$ cat src/rtl/cnn_fmap_reader_pkg.sv
// Shared types and sizing for the feature-map reader.
// Tile field widths follow the line buffer geometry.
`ifndef BUFFER_WIDTH
`define BUFFER_WIDTH 16
`endif
`ifndef BUFFER_DEPTH
`define BUFFER_DEPTH 16
`endif

package cnn_fmap_reader_pkg;
    typedef enum logic [1:0] {
        IDLE  = 2'd0,
        ISSUE = 2'd1,
        DRAIN = 2'd2
    } state_t;

    localparam int W_BITS_DEF  = $clog2(`BUFFER_WIDTH);
    localparam int D_BITS_DEF  = $clog2(`BUFFER_DEPTH);
    localparam int MAX_OUT_DEF = 4;
endpackage

$ cat src/rtl/cnn_fmap_reader_if.sv
// lacc command/response stream plus the feature-map SRAM read port.
// slave = the reader block, master = line buffer / SRAM side.
interface cnn_fmap_reader_if #(
    parameter int ADDR_WIDTH = 32,
    parameter int DATA_WIDTH = 32
);
    logic                  lacc_data_valid;
    logic                  lacc_data_ready;
    logic                  lacc_drsp_valid;
    logic [DATA_WIDTH-1:0] lacc_drsp_rdata;
    logic                  mem_req;
    logic [ADDR_WIDTH-1:0] mem_addr;
    logic                  mem_gnt;
    logic                  mem_rvalid;
    logic [DATA_WIDTH-1:0] mem_rdata;

    modport slave (
        input  lacc_data_valid, mem_gnt, mem_rvalid, mem_rdata,
        output lacc_data_ready, lacc_drsp_valid, lacc_drsp_rdata, mem_req, mem_addr
    );
    modport master (
        output lacc_data_valid, mem_gnt, mem_rvalid, mem_rdata,
        input  lacc_data_ready, lacc_drsp_valid, lacc_drsp_rdata, mem_req, mem_addr
    );
endinterface

$ cat src/rtl/cnn_fmap_reader_addr_gen.sv
// Row-major tile walker: x/y counters and row base, advanced once per accepted read.
module fmap_addr_gen
    import cnn_fmap_reader_pkg::*;
#(
    parameter int ADDR_WIDTH = 32,
    parameter int W_BITS     = W_BITS_DEF,
    parameter int D_BITS     = D_BITS_DEF
) (
    input  logic                  clk,
    input  logic                  rst,
    input  logic                  load,
    input  logic                  adv,
    input  logic [ADDR_WIDTH-1:0] base_addr,
    input  logic [ADDR_WIDTH-1:0] row_pitch,
    input  logic [W_BITS-1:0]     tile_width,
    input  logic [D_BITS-1:0]     tile_depth,
    output logic [ADDR_WIDTH-1:0] addr,
    output logic                  last
);
    logic [W_BITS-1:0]     x, tw_q;
    logic [D_BITS-1:0]     y, td_q;
    logic [ADDR_WIDTH-1:0] row_base, pitch_q;

    always_ff @(posedge clk) begin
        if (rst) begin
            x        <= '0;
            y        <= '0;
            tw_q     <= '0;
            td_q     <= '0;
            row_base <= '0;
            pitch_q  <= '0;
        end else if (load) begin
            x        <= '0;
            y        <= '0;
            tw_q     <= tile_width;
            td_q     <= tile_depth;
            row_base <= base_addr;
            pitch_q  <= row_pitch;
        end else if (adv) begin
            if (x == tw_q) begin
                x        <= '0;
                y        <= y + D_BITS'(1);
                row_base <= row_base + pitch_q;
            end else begin
                x <= x + W_BITS'(1);
            end
        end
    end

    // Address arithmetic wraps modulo 2^ADDR_WIDTH by construction.
    assign addr = row_base + ADDR_WIDTH'(x);
    assign last = (x == tw_q) && (y == td_q);
endmodule

$ cat src/rtl/cnn_fmap_reader.sv
// Memory-side responder for the lacc read stream: one SRAM read per accepted
// command, walking one tile in row-major order, data returned in order.
module cnn_fmap_reader
    import cnn_fmap_reader_pkg::*;
#(
    parameter int ADDR_WIDTH = 32,
    parameter int DATA_WIDTH = 32,
    parameter int W_BITS     = W_BITS_DEF,
    parameter int D_BITS     = D_BITS_DEF,
    parameter int MAX_OUT    = MAX_OUT_DEF
) (
    input  logic                  clk,
    input  logic                  rst,
    input  logic                  start,
    input  logic [ADDR_WIDTH-1:0] base_addr_i,
    input  logic [ADDR_WIDTH-1:0] row_pitch_i,
    input  logic [W_BITS-1:0]     tile_width_i,
    input  logic [D_BITS-1:0]     tile_depth_i,
    cnn_fmap_reader_if.slave      bus,
    output logic                  busy,
    output logic                  done,
    output logic                  err
);
    localparam int CW = $clog2(MAX_OUT) + 1;

    state_t                state, state_nxt;
    logic [CW-1:0]         out_cnt;
    logic                  load, accept, rsp_ok, last, ready;
    logic [ADDR_WIDTH-1:0] mem_addr;
    logic                  drsp_valid;
    logic [DATA_WIDTH-1:0] drsp_rdata;

    assign ready  = (state == ISSUE) && bus.mem_gnt && (out_cnt < CW'(MAX_OUT));
    assign accept = bus.lacc_data_valid && ready;
    // A return with nothing outstanding is stray (e.g. survived a reset) and is dropped.
    assign rsp_ok = bus.mem_rvalid && (out_cnt != '0);

    assign bus.lacc_data_ready = ready;
    assign bus.mem_req         = accept;
    assign bus.mem_addr        = mem_addr;
    assign bus.lacc_drsp_valid = drsp_valid;
    assign bus.lacc_drsp_rdata = drsp_rdata;
    assign busy                = (state != IDLE);

    fmap_addr_gen #(
        .ADDR_WIDTH(ADDR_WIDTH),
        .W_BITS    (W_BITS),
        .D_BITS    (D_BITS)
    ) u_addr_gen (
        .clk       (clk),
        .rst       (rst),
        .load      (load),
        .adv       (accept),
        .base_addr (base_addr_i),
        .row_pitch (row_pitch_i),
        .tile_width(tile_width_i),
        .tile_depth(tile_depth_i),
        .addr      (mem_addr),
        .last      (last)
    );

    always_comb begin
        state_nxt = state;
        load      = 1'b0;
        done      = 1'b0;
        unique case (state)
            IDLE: if (start) begin
                state_nxt = ISSUE;
                load      = 1'b1;
            end
            ISSUE: if (accept && last) state_nxt = DRAIN;
            DRAIN: if (out_cnt == '0) begin
                state_nxt = IDLE;
                done      = 1'b1;
            end
            default: state_nxt = IDLE;
        endcase
    end

    always_ff @(posedge clk) begin
        if (rst) begin
            state      <= IDLE;
            out_cnt    <= '0;
            err        <= 1'b0;
            drsp_valid <= 1'b0;
            drsp_rdata <= '0;
        end else begin
            state <= state_nxt;
            unique case ({accept, rsp_ok})
                2'b10:   out_cnt <= out_cnt + CW'(1);
                2'b01:   out_cnt <= out_cnt - CW'(1);
                default: out_cnt <= out_cnt;
            endcase
            if (bus.mem_rvalid && (out_cnt == '0)) err <= 1'b1;
            drsp_valid <= rsp_ok;
            if (rsp_ok) drsp_rdata <= bus.mem_rdata;
        end
    end
endmodule

$ cat src/flat_wrapper.sv
// flat-port wrapper written by rule: the top's interface ports become plain ports
module cnn_fmap_reader_flat import cnn_fmap_reader_pkg::*;
#(
    parameter int ADDR_WIDTH = 32,
    parameter int DATA_WIDTH = 32,
    parameter int W_BITS     = W_BITS_DEF,
    parameter int D_BITS     = D_BITS_DEF,
    parameter int MAX_OUT    = MAX_OUT_DEF
)
  (clk, rst, start, base_addr_i, row_pitch_i, tile_width_i, tile_depth_i, busy, done, err, bus_lacc_data_valid, bus_mem_gnt, bus_mem_rvalid, bus_mem_rdata, bus_lacc_data_ready, bus_lacc_drsp_valid, bus_lacc_drsp_rdata, bus_mem_req, bus_mem_addr);
  cnn_fmap_reader_if #(.ADDR_WIDTH(ADDR_WIDTH), .DATA_WIDTH(DATA_WIDTH)) bus_i ();
  input  logic clk;
  input  logic rst;
  input  logic start;
  input  logic [ADDR_WIDTH-1:0] base_addr_i;
  input  logic [ADDR_WIDTH-1:0] row_pitch_i;
  input  logic [W_BITS-1:0] tile_width_i;
  input  logic [D_BITS-1:0] tile_depth_i;
  output logic busy;
  output logic done;
  output logic err;
  input wire logic [$bits(bus_i.lacc_data_valid)-1:0] bus_lacc_data_valid;
  input wire logic [$bits(bus_i.mem_gnt)-1:0] bus_mem_gnt;
  input wire logic [$bits(bus_i.mem_rvalid)-1:0] bus_mem_rvalid;
  input wire logic [$bits(bus_i.mem_rdata)-1:0] bus_mem_rdata;
  output wire logic [$bits(bus_i.lacc_data_ready)-1:0] bus_lacc_data_ready;
  output wire logic [$bits(bus_i.lacc_drsp_valid)-1:0] bus_lacc_drsp_valid;
  output wire logic [$bits(bus_i.lacc_drsp_rdata)-1:0] bus_lacc_drsp_rdata;
  output wire logic [$bits(bus_i.mem_req)-1:0] bus_mem_req;
  output wire logic [$bits(bus_i.mem_addr)-1:0] bus_mem_addr;
  assign bus_i.lacc_data_valid = bus_lacc_data_valid;
  assign bus_i.mem_gnt = bus_mem_gnt;
  assign bus_i.mem_rvalid = bus_mem_rvalid;
  assign bus_i.mem_rdata = bus_mem_rdata;
  assign bus_lacc_data_ready = bus_i.lacc_data_ready;
  assign bus_lacc_drsp_valid = bus_i.lacc_drsp_valid;
  assign bus_lacc_drsp_rdata = bus_i.lacc_drsp_rdata;
  assign bus_mem_req = bus_i.mem_req;
  assign bus_mem_addr = bus_i.mem_addr;
  cnn_fmap_reader #(.ADDR_WIDTH(ADDR_WIDTH), .DATA_WIDTH(DATA_WIDTH), .W_BITS(W_BITS), .D_BITS(D_BITS), .MAX_OUT(MAX_OUT)) u_core (.clk(clk), .rst(rst), .start(start), .base_addr_i(base_addr_i), .row_pitch_i(row_pitch_i), .tile_width_i(tile_width_i), .tile_depth_i(tile_depth_i), .bus(bus_i), .busy(busy), .done(done), .err(err));
endmodule
$ cat config.mk
export PLATFORM = sky130hd
export DESIGN_NAME = cnn_fmap_reader_flat
export DESIGN_NICKNAME = d
export VERILOG_FILES = /design/src/rtl/cnn_fmap_reader_pkg.sv /design/src/rtl/cnn_fmap_reader_if.sv /design/src/rtl/cnn_fmap_reader_addr_gen.sv /design/src/rtl/cnn_fmap_reader.sv /design/src/flat_wrapper.sv
export SDC_FILE = /design/constraint.sdc
export NUM_CORES = 1
export LEC_CHECK = 0
export ABC_AREA = 1
export BUFFER_PORTS_ARGS = -buffer_cell sky130_fd_sc_hd__buf_2
export CORE_MARGIN = 2
export CORE_UTILIZATION = 50
export CTS_CLUSTER_DIAMETER = 80
export DETAILED_ROUTE_END_ITERATION = 10
export PLACE_DENSITY = 0.75
export SLEW_MARGIN = 25
export SYNTH_ARGS = -nofsm -noshare
export SYNTH_HDL_FRONTEND = slang
export SYNTH_HIERARCHICAL = 1
export SYNTH_SLANG_ARGS = --single-unit
$ cat constraint.sdc
create_clock -name clk -period 2.1 [get_ports clk]
set_input_delay 0.42 -clock clk [delete_from_list [all_inputs] [get_ports clk]]
set_output_delay 0.42 -clock clk [all_outputs]
set_load 0.05 [all_outputs]
==> tab_implementation.tex <==
\begin{tabular}{lr}
\hline
Metric & Value \\
\hline
\multicolumn{2}{l}{\textbf{Outcome}} \\
Status & finished with violations \\
Violations in the final reports & negative setup slack \\
\multicolumn{2}{l}{\textbf{Timing}} \\
Min setup slack post-route & -896.9 ps \\
Achievable Freq & 333.7 MHz \\
Slew at the pin with the worst max-slew slack & 488.8 ps \\
Max-slew headroom & 67.37\% \\
Number of max-slew violations in the final report & 0 \\
Hold Vio Cnt, Final & 0 \\
Time the worst path needs with I/O delays and setup & 2997 ps \\
Setup Skew & 12.62 ps \\
Period utilization & 142.7\% \\
Final setup violation count & 35 \\
Unrepaired setup endpoints after global routing & true \\
Worst-case hold slack & 222.3 ps \\
\multicolumn{2}{l}{\textbf{Place}} \\
Dpl cells & 1636 \\
Final estimated routing congestion in global placement & 0.9375 \\
Placed Area & 0.01018 mm² \\
Count of port buffers added during placement & 179 \\
DP Wirelength & 18910 µm \\
\multicolumn{2}{l}{\textbf{Synthesis}} \\
Net count after synthesis & 1335 \\
Async SR Flop Fraction & 0\% \\
Main synth FF type & dfxtp\_1 \\
Avg Inst Size Synth & 6.527 µm² \\
Synthesis-stage register bit count & 119 \\
Number of flops mapped to enable cells by yosys & 0 \\
YS warnings & 6 \\
Sequential area share after synthesis & 30.83\% \\
Number of unique standard cell types used by synthesis & 46 \\
Summed instance area of the synthesized netlist & 0.007727 mm² \\
Synthesized instance count & 1184 \\
\multicolumn{2}{l}{\textbf{Drt}} \\
Detailed-route DRC error count & 0 \\
DR vias & 8991 \\
Number of iterations in the first detailed-routing pass & 5 \\
Via density per instance & 5.317 \\
Final wirelength & 26770 µm \\
Final routed wire length divided by cell count & 15.83 µm \\
DRT antenna net count & 0 \\
DRC marker count from the first detailed-route iteration & 557 \\
\multicolumn{2}{l}{\textbf{GRT}} \\
Largest net degree at the start of global routing & 36 \\
Gr usage total & 30.28\% \\
Global route overflow & 0 \\
Number of global-route vias before repair & 8038 \\
Number of antenna violations at the first check in global routing & 0 \\
First-pass GRT wire length & 39170 µm \\
\multicolumn{2}{l}{\textbf{Power and ir drop}} \\
LEAKAGE & 5.677 nW \\
IR drop worst, VDD & 0.7924 mV \\
Overall power consumption & 9.273 mW \\
Power density cells & 785.2 mW/mm² \\
\multicolumn{2}{l}{\textbf{Final layout}} \\
Leading cell type in the layout, fill and taps excluded & nand2\_1 \\
Share of cells above drive strength 1 & 37.26\% \\
Fin util & 77.98\% \\
Reg area & 0.002407 mm² \\
Non-Filler Instances & 1691 \\
Most frequent cells in the layout & nand2\_1, nor2\_1, buf\_2, buf\_4, inv\_1 \\
Filler cell count in the final layout & 1116 \\
Post-layout nets & 1641 \\
Summed area of non-filler cells in the final layout & 0.01181 mm² \\
Area of the multi-input gates & 0.005746 mm² \\
Area Growth Syn to Fin & 52.83\% \\
Ant. Diodes & 0 \\
\multicolumn{2}{l}{\textbf{Floorplanning}} \\
Die height & 128.3 µm \\
Rows & 45 \\
Count of boundary I/O pins & 180 \\
Effective utilization at floorplan & 51.02\% \\
Overall die width & 128.3 µm \\
Area of the core & 0.01515 mm² \\
Area enclosed by the die boundary & 0.01646 mm² \\
\multicolumn{2}{l}{\textbf{Setup path}} \\
Arr. time, crit path & 2580 ps \\
Nature of the critical path startpoint & flop \\
Required time of the worst setup path & 1680 ps \\
Critical register-to-register path endpoint & u\_core/u\_addr\_gen/row\_base[28] \\
Critical path, cell by cell & ha\_4, nand3\_2, nand2\_2, nand2\_2, a21boi\_4, nand3\_4, buf\_6, nor2\_4, nand4\_1, xnor2\_4, buf\_6 \\
Crit Reg-Reg Startpoint & u\_core/u\_addr\_gen/row\_base[0] \\
Capture point of the critical path & bus\_mem\_addr[31] \\
Critical path startpoint & u\_core/u\_addr\_gen/x[2] \\
Worst-path cell with the longest stage delay & dfxtp\_4 \\
Maximum net fanout on the critical path & 4 \\
Type of the worst setup path & reg -> out \\
Crit-path max cell delay & 350 ps \\
R2r worst-path depth & 13 \\
R2R setup slack & -50 ps \\
Crit. End Element & output port \\
\multicolumn{2}{l}{\textbf{Clock tree}} \\
CTS tree & yes \\
Clock tree root buffer cell & clkbuf\_16 \\
Clock buffers created by TritonCTS & 17 \\
H-tree depth & 4 \\
Maximum buffer depth of the clock tree & 2 \\
Reg clk slew, reported paths & 60 ps \\
Number of buffers inserted by hold repair at cts & 0 \\
Clock sink count & 119 \\
Clock latency on the worst-skew pair & 420 ps \\
\multicolumn{2}{l}{\textbf{Worst hold path}} \\
Launch point of the worst hold path & row\_pitch\_i[13] \\
Worst min-delay path class & in -> reg \\
\multicolumn{2}{l}{\textbf{Flow run}} \\
Max Cap Violations & 0 \\
\hline
\end{tabular}
## stage by stage
step                      setup TNS [ps]  setup slack [ps]
after floorplan                    -6166            -302.6
after global placement             -5016            -425.4
after detailed placement           -5794            -447.6
after CTS                         -16780            -726.2
after global routing              -21360            -949.1
final                             -19420            -896.9
## worst min path at each step
stage                                    end  slack, ps  depth (start not counted)
4_1_cts        u_core/u_addr_gen/pitch_q[20]        210                          3
3_3_place_gp                      u_core/err        440                          2
2_1_floorplan              u_core/out_cnt[0]        440                          1
6_report       u_core/u_addr_gen/pitch_q[13]        220                          3
5_1_grt        u_core/u_addr_gen/pitch_q[12]        220                          3
3_5_place_dp                      u_core/err        440                          2
## final cells by class
class | count | area share, %
clock buffer | 22 | 4.015
inverter | 137 | 4.492
multi-input combinational | 894 | 48.65
timing repair buffer | 321 | 19.04
sequential | 119 | 20.38
tap | 188 | 1.992
clock inverter | 10 | 1.430
## cells by family after synthesis
logic type	count (synthesis)	share of synthesized area (%)
AO/OA/AOI/OAI	192	13.23
XOR/XNOR	50	5.667
adder cells (fa/ha/maj)	41	6.930
buffers and inverters	171	9.569
flip-flops	119	30.83
AND/OR/NAND/NOR	611	33.78
## metal layers
metal	GRT usage [%]	routed length [µm]	part of all wire, %	vias up
met5	0	0	0	-
met4	8.985	607	2.3	0
met3	6.636	2234	8.3	57
met2	49.03	12490	47	367
met1	40.69	11440	43	4148
li1	-	-	-	4419
## cells in the mapped netlist, types with 3 or more instances
library cell / n / area (µm²)
dfxtp_1: 119 / 2382
nor3_1: 22 / 110.1
o21ai_1: 11 / 55.05
clkbuf_1: 17 / 63.81
buf_2: 3 / 15.01
fa_1: 3 / 60.06
inv_2: 4 / 15.01
nor2_1: 221 / 829.6
nand3b_1: 8 / 60.06
nor4_1: 6 / 37.54
nand4_1: 19 / 118.9
buf_6: 8 / 90.09
buf_1: 3 / 11.26
ha_1: 38 / 475.5
o21bai_1: 7 / 52.55
nand2_2: 3 / 18.77
nor2_2: 10 / 62.56
nand3_1: 47 / 235.2
xor2_1: 38 / 332.8
a21oi_1: 62 / 310.3
nand2_1: 257 / 964.7
inv_1: 130 / 488.0
xnor2_1: 12 / 105.1
and2_1: 3 / 18.77
o21ai_0: 95 / 475.5
a31oi_1: 10 / 62.56
## critical path, delay by kind of cell, from the launching register on
family / cells / cell delay [ps]
AND/OR/NAND/NOR: 6 / 740
flip-flops: 1 / 350
buffers and inverters: 2 / 330
adder cells (fa/ha/maj): 1 / 290
XOR/XNOR: 1 / 240
AO/OA/AOI/OAI: 1 / 200
## sequential cells by signal, summed over array words and instances, names as in the netlist
name	cells
u_core/bus.lacc_drsp_rdata	32
u_core/bus.lacc_drsp_valid	1
u_core/err	1
u_core/out_cnt	3
u_core/state	2
u_core/u_addr_gen/pitch_q	32
u_core/u_addr_gen/row_base	32
u_core/u_addr_gen/td_q	4
u_core/u_addr_gen/tw_q	4
u_core/u_addr_gen/x	4
u_core/u_addr_gen/y	4
## power by group
part	internal (mW)	switching [mW]	leakage, nW
Clock	2.08	1.05	0.303
Combinational	1.09	2.21	4.39
Sequential	2.60	0.228	0.986
## timing repair
item | CTS | global route
buffers inserted | 8 | 17
setup endpoints to repair | 43 | 55
gates resized for setup | 75 | 133
pin swaps | 19 | 54
Note: power is estimated with default switching activity, not from simulation.
